<file path="src/rtl/contador_pkg.sv">
// Shared definitions for the timer digit stages: FSM state encoding,
// direction constants and the clamp/terminal helpers.
package contador_pkg;

   typedef enum logic {
      ST_RUN  = 1'b0,
      ST_DONE = 1'b1
   } state_t;

   localparam logic DIR_DOWN = 1'b0;
   localparam logic DIR_UP   = 1'b1;

   // Terminal value is the last state in the counting direction.
   function automatic logic is_terminal_val(input int unsigned value,
                                            input logic        up,
                                            input int unsigned modulus);
      return (up == DIR_UP) ? (value == modulus - 1) : (value == 0);
   endfunction

   function automatic int unsigned clamp_val(input int unsigned value,
                                             input int unsigned modulus);
      return (value > modulus - 1) ? modulus - 1 : value;
   endfunction

endpackage

</file>
<file path="src/rtl/contador_modn_step.sv">
// Combinational next-value generator for a modulo-N up/down counter,
// including the wrap at either end of the range.
module contador_modn_step
   import contador_pkg::*;
#(
   parameter int unsigned MODULUS = 10,
   parameter int unsigned WIDTH   = 4
) (
   input  logic [WIDTH-1:0] count,
   input  logic             up,
   output logic [WIDTH-1:0] next_value,
   output logic             is_terminal
);

   localparam logic [WIDTH-1:0] MAX_V = WIDTH'(MODULUS - 1);

   always_comb begin
      is_terminal = is_terminal_val(32'(count), up, MODULUS);
      if (up == DIR_DOWN) begin
         next_value = is_terminal ? MAX_V : count - 1'b1;
      end else begin
         next_value = is_terminal ? '0 : count + 1'b1;
      end
   end

endmodule

</file>
<file path="src/rtl/contador_modn.sv">
// Parametrised modulo-N loadable up/down timer digit with wrap or one-shot mode.
// Optional registered done_pulse output when CONTADOR_MODN_DONE_PULSE_EN is defined.
module contador_modn
   import contador_pkg::*;
#(
   parameter int unsigned MODULUS = 10,
   parameter int unsigned WIDTH   = 4
) (
   input  logic             clk,
   input  logic             clear,
   input  logic [WIDTH-1:0] data,
   input  logic             load,
   input  logic             en,
   input  logic             up,
   input  logic             oneshot,
   output logic [WIDTH-1:0] count,
   output logic             count_end,
`ifdef CONTADOR_MODN_DONE_PULSE_EN
   output logic             done_pulse,
`endif
   output logic             done
);

   if (MODULUS < 2 || (64'(1) << WIDTH) < 64'(MODULUS)) begin : g_bad_params
      $fatal(1, "contador_modn: MODULUS must be >= 2 and fit in WIDTH bits");
   end

   // One extra bit so MODULUS == 2**WIDTH still compares correctly.
   localparam logic [WIDTH:0] MAX_W1 = (WIDTH + 1)'(MODULUS - 1);

   state_t           state_q, state_d;
   logic [WIDTH-1:0] count_q, count_d;
   logic             done_q, done_d;
   logic [WIDTH-1:0] load_val;
   logic [WIDTH-1:0] step_next;
   logic             step_term;
   logic             run_step;
`ifdef CONTADOR_MODN_DONE_PULSE_EN
   logic             done_pulse_q, done_pulse_d;
`endif

   contador_modn_step #(
      .MODULUS (MODULUS),
      .WIDTH   (WIDTH)
   ) u_step (
      .count       (count_q),
      .up          (up),
      .next_value  (step_next),
      .is_terminal (step_term)
   );

   assign load_val = ({1'b0, data} > MAX_W1) ? MAX_W1[WIDTH-1:0] : data;
   assign run_step = en && (state_q == ST_RUN);

   always_comb begin
      count_d = count_q;
      state_d = state_q;
      if (load) begin
         count_d = load_val;
         state_d = ST_RUN;
      end else if (run_step) begin
         if (step_term && oneshot) begin
            state_d = ST_DONE;
         end else begin
            count_d = step_next;
         end
      end
      done_d = (state_d == ST_DONE);
`ifdef CONTADOR_MODN_DONE_PULSE_EN
      done_pulse_d = (state_q == ST_RUN) && (state_d == ST_DONE);
`endif
   end

   always_ff @(posedge clk or posedge clear) begin
      if (clear) begin
         count_q      <= '0;
         state_q      <= ST_RUN;
         done_q       <= 1'b0;
`ifdef CONTADOR_MODN_DONE_PULSE_EN
         done_pulse_q <= 1'b0;
`endif
      end else begin
         count_q      <= count_d;
         state_q      <= state_d;
         done_q       <= done_d;
`ifdef CONTADOR_MODN_DONE_PULSE_EN
         done_pulse_q <= done_pulse_d;
`endif
      end
   end

   // Combinational so a chained stage advances on the same edge.
   assign count_end = run_step && step_term;
   assign count     = count_q;
   assign done      = done_q;
`ifdef CONTADOR_MODN_DONE_PULSE_EN
   assign done_pulse = done_pulse_q;
`endif

endmodule

</file>
<file path="config.mk">
export PLATFORM = sky130hd
export DESIGN_NAME = contador_modn
export DESIGN_NICKNAME = d
export VERILOG_FILES = /design/src/rtl/contador_pkg.sv /design/src/rtl/contador_modn_step.sv /design/src/rtl/contador_modn.sv
export SDC_FILE = /design/constraint.sdc
export NUM_CORES = 1
export LEC_CHECK = 0
export CAP_MARGIN = 0
export CORE_AREA = 2 2 39 41
export CTS_CLUSTER_SIZE = 25
export DETAILED_ROUTE_END_ITERATION = 7
export DIE_AREA = 0 0 41 43
export PLACE_DENSITY = 0.67
export SLEW_MARGIN = 20
export SYNTH_ARGS = -nofsm -noshare
export SYNTH_HDL_FRONTEND = slang
export SYNTH_HIERARCHICAL = 1
export SYNTH_SLANG_ARGS = --single-unit
</file>
<file path="constraint.sdc">
create_clock -name clk -period 3.8 [get_ports clk]
set_input_delay 0.76 -clock clk [delete_from_list [all_inputs] [get_ports clk]]
set_output_delay 0.76 -clock clk [all_outputs]
set_load 0.02 [all_outputs]
</file>
; ---- After elaboration in Yosys (flattened, before gate mapping)
; Cells that the tools add are included.
[op_classes]
add_sub_neg = 2
n_mul = 0
n_div = 0
n_lt_le_gt_ge = 1
n_eq_ne = 2
n_shift = 0
mux = 11
n_bitwise = 1
n_reduce_logical = 8
[ops]
columns = cell, count
row1 = 4-bit two-way mux, 7
row2 = 4-bit by 1-bit adder with 4-bit output (second input constant), 1
row3 = 4-bit equality test (second input constant), 1
row4 = 4-bit greater-than comparator (second input constant), 1
row5 = 4-bit logical NOT, 1
row6 = 1-bit two-way mux, 4
row7 = 2-bit AND reduction, 2
row8 = 2-bit nonzero test, 2
row9 = 4-bit by 1-bit subtractor with 4-bit output (second input constant), 1
row10 = 1-bit logical AND, 3
row11 = 2-bit != test (second input constant), 1
row12 = 1-bit inverter, 1
[totals]
register_bits = 5
latch_bits = 0
mem_bits_rw = 0
romBits = 0
output_inout_bits = 6
word_cells = 27
n_memories = 0

; ---- Longest topological paths before layout
[logic_depth]
ltp_word = 7
mapped_depth = 8

; ---- Hierarchy
; The synthesis kept the hierarchy.
[modules_own_cells]
columns = module, instances, cells_per_inst, area_each_um2
row1 = contador_modn, 1, 25, 267.8
row2 = contador_modn_step, 1, 34, 225.2

; ---- Worst setup path after synthesis
; No wires, ideal clock.
[synth_path]
path_kind = input port to output port
startpoint = input port up
endpoint = output port count_end
t_arrival_ns = 1.485
path_slack_ns = 1.555
cell_stages = 4
path_buffers = 0
path_cell_list = nand2b_1 o22a_1 nor2_1 and3_1
[synth_via]
elab_chain_len = 2
[synth_rtl]
columns = element, line_no
row1 = from (decl), contador_modn.sv:14  ; input logic up,
row2 = 1-bit two-way mux, contador_pkg.sv:17  ; return (up == DIR_UP) ? (value == modulus - 1) : (value == 0);
row3 = named net step_term, contador_modn.sv:36  ; logic step_term;
row4 = 1-bit logical AND, contador_modn.sv:93  ; assign count_end = run_step && step_term;
row5 = to (decl), contador_modn.sv:17  ; output logic count_end,
; The timed path passes the listed nets, and every way through them passes these cells.

; ---- Worst setup path after layout
; Ends and elaborated chain as after synthesis.

==> metrics.md <==
| Metric | Value |
|---|---|
| Status | finished clean |
| Reg2reg path depth | 8 |
| Cts repair resizes | 0 |
| Total CTS buffers | 3 |
| # nets final | 90 |
| Top delay family on crit path | buffers and inverters |
| IO Port Bufs | 15 |
| Num ports | 16 |
| CP Buf/Inv Count | 2 |
| Share of the synthesized area in the top cell type | 0.254 |
| First-pass GRT wire length | between 1500 and 2000 um |
| Post-Syn Area | roughly 490 um^2 |
| R2r startpoint | count[0]$_DFFE_PP0P_ |
| Sw power | ~0.17 mW |
| Final Routed Wirelength | 1070 um |
| Highest clock rate | ~0.30 GHz |
| Layout overhead on the synthesized area | 37.8% |
| Min cycle time layout | between 3 and 4 ns |
| Worst-case clock buffer depth | 2 |
| Startpoint Class | primary input |
| Via density | ~5.5 |
| Internal power | between 0.2 and 0.25 mW |
| Final core utilization | 0.491 |
| Global Route Usage Sum | 0.142 |
| Skew-Pair Late Insertion Delay | 0.24 ns |
| Peak supply drop | 0.000267 V |
| Die width | 41 um |
| Die area | between 1500 and 2000 um^2 |
| Data required time of the critical path | around 3.0 ns |
| Yosys top cell by area | dfrtp_1 |
| Pleak | 0.288 nW |
| Part of the power in the clock network | 0.150 |
| Period Utilization, post-route | 0.890 |
| Slew Limit Fails | 0 |
| Antenna viol nets, final | 0 |
| Worst clock skew | between 0.0007 and 0.0008 ns |
| Worst Setup Path Type | primary input to output port |
| GP Congestion | around 0.74 |
| Arr. time, crit path | about 2.6 ns |
| Most used cell, CP | clkdlybuf4s50_1 |
| Ys Warns | 6 |
| Crit. End Element | output port |
| Multi-input gate area | 332 um^2 |
| Yosys cell types | 29 |
| Post-synth EDFFs | 0 |
| Top FF cell, synth | dfrtp_1 |
| Endpoints failing hold | 0 |
| RSZ-0062 raised after global routing | false |
| R2R Setup Slk | 1.66 ns |
| Vias in the first global route | 420 |
| Initial antenna violation count | 0 |
| Clock sink total | 5 |
| Cell Rows | 14 |
| Share of power burned in registers | 0.286 |
| Die Ht | about 43 um |
| Register bit total from synthesis | 5 |
| Cell Pwr Density | a little under 600 nW/um^2 |
| CTS root buffer | clkbuf_4 |
| Worst Hold Class | flop to flop |
| Ys async rst share | 1.00 |
| Placed cell count | slightly below 90 |
| CP max-delay cell | clkdlybuf4s50_1 |
| DR WL/cell | 11.6 um |
| Overflow after GRT | 0 |
| Max cap viols | 0 |
| Final std cells w/o fill | around 90 |
| Post-CTS Setup Bufs | 0 |
| Vias | about 500 |
| Final routed DRC violation total | 0 |
| CP max FO | 8 |
| Post-DP HPWL | 857 um |
| Critical path destination | count_end |
| Final setup vio count | 0 |
| Syn nets | 72 |
| Core outline area | between 1000 and 1500 um^2 |
| Pre-antenna DRT Iters | 4 |
| Origin of the worst setup path | up |
| H-tree levels | 1 |
| Worst relative slew slack | 0.766 |
| Share of layout cells above drive strength 1 | 0.145 |
| Initial core utilization | 0.356 |
| Largest net degree at the start of global routing | 14 |
| Avg Cell Area, Syn | 8.36 um^2 |
| Top cells by area, synth | dfrtp_1, mux2_2, ha_1 |
| Synth Instances | between 50 and 60 |
| Comb pwr share | 0.565 |
| Setup TNS | 0 ns |
| Slowest stage delay, CP | about 0.60 ns |
| Critical Path Stages | 6 |
| Post-CTS Hold Fix Bufs | 0 |
| Fillers | 129 |
| Clock tree from TritonCTS | yes |
| CP Cell Sequence | clkdlybuf4s50_1 -> nand2b_1 -> o22a_1 -> nor2_1 -> and3_1 -> clkdlybuf4s50_1 |
| Switching part of the total | 0.423 |
| Register Area | 125 um^2 |
| Seq/Total Area, Yosys | 0.254 |
| Drt initial violations | 22 |
| RR Endpoint | count[1]$_DFFE_PP0P_ |
| N_diodes | 0 |
| Hold slack | 0.592 ns |
| Worst-path clk slew | 0.04 ns |
| Worst-Margin Slew | between 0.3 and 0.4 ns |
## cell type report
class                   instances  area share
clock buffers                   4      0.0387
inverters                       7      0.0387
multi-input cells              45       0.488
flip-flops and latches          5       0.184
well taps                      16      0.0295
repair buffers                 15       0.221
## through the flow
stage	worst slack, ns	power, mW	instance area (um^2)
final	0.416	0.397	679
after CTS	0.436	0.401	679
after detailed placement	0.438	0.338	653
after global routing	0.314	0.431	679
after floorplan	1.55	0.258	493
after global placement	0.458	0.335	653
## worst min-delay path, delay by kind of cell, from the launching register on
family | cells | cell delay [ns]
buffers and inverters | 1 | 0.10
flip-flops | 1 | 0.37
AO/OA/AOI/OAI | 1 | 0.08
## worst min-delay path by stage
stage	start	slack (ns)	depth (start not counted)	to
floorplan	clear	0.54	1	count[0]$_DFFE_PP0P_
global placement	done$_DFFE_PP0P_	0.56	2	done$_DFFE_PP0P_
detailed placement	done$_DFFE_PP0P_	0.59	2	done$_DFFE_PP0P_
CTS	done$_DFFE_PP0P_	0.60	2	done$_DFFE_PP0P_
global route	done$_DFFE_PP0P_	0.63	2	done$_DFFE_PP0P_
finish	done$_DFFE_PP0P_	0.59	2	done$_DFFE_PP0P_
## synth_stat cells (2+ instances only)
| master | n |
|---|---|
| nor2_1 | 4 |
| nand3_1 | 2 |
| ha_1 | 3 |
| o21ai_0 | 4 |
| a21oi_1 | 2 |
| nand2_1 | 4 |
| buf_2 | 2 |
| nor3b_1 | 2 |
| a31oi_1 | 2 |
| inv_1 | 6 |
| a22o_1 | 2 |
| mux2_2 | 5 |
| dfrtp_1 | 5 |
## state kept, by name (all words and copies together) (netlist names)
signal  flops
count       4
done        1
## logic make-up (layout without fill, tap and decap cells)
family | count (synthesis) | in the layout | share of synthesized area
AOI/OAI and AO/OA | 18 | 18 | 0.259
adders and majority gates | 3 | 3 | 0.0762
buffers and inverters | 9 | 26 | 0.0736
DFF | 5 | 5 | 0.254
muxes | 5 | 5 | 0.114
and+or+nand+nor | 19 | 19 | 0.223
## metal layers
| layer | vias to the layer above | share of wire | GRT usage |
|---|---|---|---|
| met4 | 0 | 0.018 | 0.0800 |
| met2 | 21 | 0.47 | 0.200 |
| met3 | 2 | 0.054 | 0.0157 |
| met5 | - | 0 | 0 |
| met1 | 229 | 0.46 | 0.201 |
| li1 | 250 | - | - |
## cells in the final DEF (no fill, tap or decap), types with 2 or more instances in the layout
cell type	netlist	final
a31oi_1	2	2
clkdlybuf4s50_1	0	15
a22o_1	2	2
nor3b_1	2	2
clkbuf_4	0	3
o21ai_0	4	4
dfrtp_1	5	5
nand3_1	2	2
mux2_2	5	5
a21oi_1	2	2
nand2_1	4	4
inv_1	6	6
nor2_1	4	4
ha_1	3	3
## power groups by stage
stage | registers, mW | logic, mW | clock network [mW]
final | 0.113 | 0.224 | 0.0593
after CTS | 0.113 | 0.226 | 0.0616
after detailed placement | 0.114 | 0.224 | 0
after global placement | 0.114 | 0.221 | 0
after floorplan | 0.112 | 0.146 | 0
after global routing | 0.119 | 0.245 | 0.0669
Note: power is estimated with default switching activity, not from simulation.
